==> config.mk <==
export PLATFORM = sky130hd
export DESIGN_NAME = beat_sequencer
export DESIGN_NICKNAME = d
export VERILOG_FILES = /design/src/rtl/beat_sequencer.sv
export SDC_FILE = /design/constraint.sdc
export NUM_CORES = 1
export LEC_CHECK = 0
export BUFFER_PORTS_ARGS = -buffer_cell sky130_fd_sc_hd__buf_2
export CAP_MARGIN = 25
export CORE_MARGIN = 10
export CORE_UTILIZATION = 50
export DETAILED_ROUTE_END_ITERATION = 10
export PLACE_DENSITY = 0.87
export SETUP_SLACK_MARGIN = 0.05
export SLEW_MARGIN = 20
export SYNTH_ARGS = -nofsm -noshare
export SYNTH_HDL_FRONTEND = slang
export SYNTH_SLANG_ARGS = --single-unit
==> constraint.sdc <==
create_clock -name clk -period 1.86 [get_ports clk]
set_input_delay 0.093 -clock clk [delete_from_list [all_inputs] [get_ports clk]]
set_output_delay 0.093 -clock clk [all_outputs]
set_load 0.02 [all_outputs]
==> src/rtl/beat_sequencer.sv <==
// T-state sequencer: one-hot beat strobes with early end, run/stop, halt latching,
// single-step advance and a completed-instruction counter.
module beat_sequencer #(
    parameter int NUM_BEATS   = 6,
    parameter int FETCH_BEATS = 3,
    parameter int CNT_W       = 8,
    parameter int IDX_W       = 3
) (
    input  logic                 clk,
    input  logic                 rst,
    input  logic                 run,
    input  logic                 step_mode,
    input  logic                 step,
    input  logic                 end_early,
    input  logic                 halt_req,
    output logic [NUM_BEATS-1:0] t,
    output logic [IDX_W-1:0]     beat_idx,
    output logic                 instr_start,
    output logic [CNT_W-1:0]     instr_count,
    output logic                 running,
    output logic                 halted
);

    // state  | meaning
    // IDLE   | stopped at an instruction boundary, t all-zero
    // RUN    | stepping through beats, exactly one t bit high
    // HALTED | HLT retired; frozen until reset

    typedef enum logic [1:0] {IDLE, RUN, HALTED} state_t;

    localparam logic [IDX_W-1:0] LAST_IDX  = IDX_W'(NUM_BEATS - 1);
    localparam logic [IDX_W-1:0] FETCH_IDX = IDX_W'(FETCH_BEATS);

    state_t                 state, state_nxt;
    logic                   step_q, halt_pend;
    logic                   adv, boundary, halt_now;
    logic [NUM_BEATS-1:0]   t_nxt;
    logic [IDX_W-1:0]       idx_nxt;
    logic                   start_nxt;
    logic [CNT_W-1:0]       count_nxt;

    always_ff @(posedge clk or negedge rst) begin
        if (!rst) begin
            state       <= IDLE;
            step_q      <= 1'b0;
            halt_pend   <= 1'b0;
            t           <= '0;
            beat_idx    <= '0;
            instr_start <= 1'b0;
            instr_count <= '0;
        end else begin
            state       <= state_nxt;
            step_q      <= step;
            if (state == RUN && halt_req)
                halt_pend <= 1'b1;
            t           <= t_nxt;
            beat_idx    <= idx_nxt;
            instr_start <= start_nxt;
            instr_count <= count_nxt;
        end
    end

    always_comb begin
        adv       = step_mode ? (step & ~step_q) : 1'b1;
        boundary  = (beat_idx == LAST_IDX) | (end_early & (beat_idx >= FETCH_IDX));
        halt_now  = halt_pend | halt_req;
        state_nxt = state;
        case (state)
            IDLE:    if (run) state_nxt = RUN;
            RUN: begin
                if (adv && boundary) begin
                    if (halt_now)  state_nxt = HALTED;
                    else if (!run) state_nxt = IDLE;
                end
            end
            default: state_nxt = state;
        endcase
    end

    always_comb begin
        t_nxt     = t;
        idx_nxt   = beat_idx;
        start_nxt = 1'b0;
        count_nxt = instr_count;
        case (state)
            IDLE: begin
                if (run) begin
                    t_nxt     = NUM_BEATS'(1);
                    idx_nxt   = '0;
                    start_nxt = 1'b1;
                end
            end
            RUN: begin
                if (adv) begin
                    if (!boundary) begin
                        t_nxt   = t << 1;
                        idx_nxt = beat_idx + IDX_W'(1);
                    end else begin
                        count_nxt = instr_count + CNT_W'(1);
                        idx_nxt   = '0;
                        if (state_nxt == RUN) begin
                            t_nxt     = NUM_BEATS'(1);
                            start_nxt = 1'b1;
                        end else begin
                            t_nxt = '0;
                        end
                    end
                end
            end
            default: ;
        endcase
    end

    assign running = (state == RUN);
    assign halted  = (state == HALTED);

endmodule
==> metrics.txt <==
clock root cell=clkbuf_4; Tot GR Track Use=10.9%; count of flip-flops with a built-in enable after synthesis=0; worst path buffer plus inverter count=0; FF/Latch Area=roughly 550 µm²; DR vias=between 800 and 900; CTS tree=done; Nets=between 100 and 150; Synth Area per Inst=roughly 12 µm²; R2R cell count=6; share of layout cells above drive strength 1=~38%; Total Wirelength=approximately 2.4 mm; global-route wire length before repair=between 3 and 4 mm; GR Overflow Total=0; final setup TNS=0 ns; initial DRC count=37; cts bufs inserted=3; top cell type's share of synthesized area=approximately 54%; Layout Skew=0.00628 ns; Syn. warnings=0; die area=approximately 4300 µm²; Placement Setup Slack=-0.180 ns; Clock Path Buffers=2; Fin Hold WS=between 0.03 and 0.04 ns; Worst path depth=6; largest family of logic cells by synthesized area=simple AND/OR/NAND/NOR gates; post-synthesis mux area share=1.47%; floorplan core area=around 2000 µm²; Antenna Nets Post-Route=0; Final Instance Area=1310 µm²; Final WS setup=~0.083 ns; syn_nets=between 90 and 100; WP data arrival=a little over 2 ns; sequential element share of the synthesized area=between 50% and 60%; ys flop type=dfrtp_1; area leader, netlist=dfrtp_1; GP Congestion=0.767; Die Ht=~65 µm; hold path cells=3; internal reg-to-reg setup slack=0.08 ns; fin util=66.9%; CTS clk-pin slew, worst paths=approximately 0.13 ns; HPWL after DPL=roughly 1.7 mm; Pre-antenna DRT Iters=4; Post-Layout Cell Count=between 150 and 200; critical path type=reg2reg; Mapped Area=1020 µm²; Multi-input gate area=469 µm²; synth top area cells=dfrtp_1, xnor2_1, ha_1; Die Wd=65.2 µm; Skew-Pair Late Insertion Delay=between 0.3 and 0.4 ns; routed len/inst=16.0 µm; Design Power=2.00 mW; CP required=between 2 and 2.5 ns; Port Buffers=26; Initial Util=52.1%; Synth Area in Compound Gates=14.3%; fmax=about 560 MHz; period utilisation layout=roughly 96%; endpoints failing hold=0; fraction of registers with async set/reset=100%; DP Area=about 1200 µm²; Distinct cells, synth=26; Tightest Pin Transition=0.489 ns; Post-Syn Instances=between 80 and 90; status=finished, final reports clean; fin crit period=1.78 ns; I/O pin total=27; RSZ-0062 raised after global routing=false; Max Slew Vio Count=0; via/cell ratio=around 5.4; DP Cell Count=between 100 and 150; Leak=0.649 nW; Fillers=about 160; crit end category=flop; Synth Area in Simple Gates=between 15 and 20%; Rows=16; worst-path cell chain=ha_2 > ha_1 > a211oi_2 > nor2_4 > and2b_2 > a22o_1; HP Class=in2reg; Largest stage delay, worst path=between 0.4 and 0.5 ns; diode count=0; DRC=0; crit path max fanout=7; worst vdd ir=1.05 mV; vias in the first global route=between 800 and 900; number of synthesized register bits=22; pin count of the biggest net entering global routing=23; # setup viols final=0; clk sinks=22; Adder-Cell Fraction of Synth Area=around 4.9%; Crit-path slowest cell=dfrtp_2; Startpoint Class=flop; Area Overhead vs Synth=28.4%; # Max-Cap Violations=0; Slew Limit Headroom=67.4%; H-tree Lvls=1; PwrDens=~1500 nW/µm²; Worst path top cell family by delay=compound AO/OA/AOI/OAI gates; antenna violations before repair=0; xor/xnor share of the synthesized area=under 10%
==> metal layers <==
layer,global-route usage (%),share of wire (%),vias to the layer above
met4,4.01,0.66,0
met1,11.6,41,407
met2,19.1,51,25
met3,4.24,7.0,2
met5,0,0,-
li1,-,-,388
==> placed cells by master, fill, tap and decap left out, drive strengths merged <==
cell | Yosys | routed
inv | 2 | 2
and3 | 2 | 2
nand3b | 1 | 1
o21bai | 1 | 1
clkbuf | 0 | 3
bufinv | 0 | 1
nand2b | 2 | 2
a21boi | 1 | 1
buf | 2 | 31
xnor2 | 7 | 7
nand4 | 3 | 3
a21oi | 3 | 3
dlygate4sd3 | 0 | 3
nand3 | 7 | 7
ha | 4 | 4
a211oi | 1 | 1
a21o | 1 | 1
mux2 | 1 | 1
a22o | 6 | 6
nand2 | 6 | 6
dfrtp | 22 | 22
and2b | 3 | 3
nor2 | 4 | 4
a311o | 1 | 1
nor2b | 1 | 1
o21ai | 5 | 5
and4 | 2 | 2
==> report_power, final <==
group          switching, mW  leakage (nW)  internal, mW
combinational          0.497         0.341         0.364
sequential             0.159         0.281         0.617
clock                  0.145        0.0279         0.218
total                  0.802         0.649          1.20
==> sequential cells by signal, indices dropped and copies added (netlist names) <==
name / cells
beat_idx: 3
halt_pend: 1
instr_count: 8
instr_start: 1
state: 2
step_q: 1
t: 6
==> what timing repair did <==
| item | in CTS | in global routing |
|---|---|---|
| pin swaps | 0 | 3 |
| endpoints found under the hold margin | 24 | 0 |
| endpoints found under the setup margin | 16 | 3 |
| resized for setup | 3 | 1 |
| hold buffers | 3 | 0 |
| setup buffers | 0 | 4 |
==> cell families after synthesis <==
family                   Yosys count
AND/OR/NAND/NOR                   31
XOR/XNOR                           7
buffers and inverters              4
AO/OA/AOI/OAI                     19
multiplexers                       1
adder cells (fa/ha/maj)            4
flip-flops                        22
==> Yosys cell counts (3+ instances only) <==
master    n
nor2_1    4
xnor2_1   7
and2b_2   3
nand3_1   7
nand2_1   5
a22o_1    5
ha_1      4
a21oi_1   3
nand4_1   3
dfrtp_1  22
o21ai_0   5
==> layout make-up <==
cell class	count	share of cell area (%)
clock buffers	3	1.72
inverters	2	0.572
well taps	27	2.57
multi-input cells	62	35.7
clock inverters	1	2.29
flip-flops and latches	22	42.0
repair buffers	34	15.1
==> worst min-delay path: stages <==
cell	delay (ns)
buf_2	0.12
nand2b_1	0.06
a21oi_1	0.04
==> path summary, 6_finish.rpt <==
kind / from / to
max: beat_idx[0] / t[4]
min: run / instr_start
max reg2reg: beat_idx[0] / t[4]
min reg2reg: halt_pend / halt_pend
max in group asynchronous: rst / beat_idx[0]
min in group asynchronous: rst / t[5]
Power figures use the tool's default switching activity.
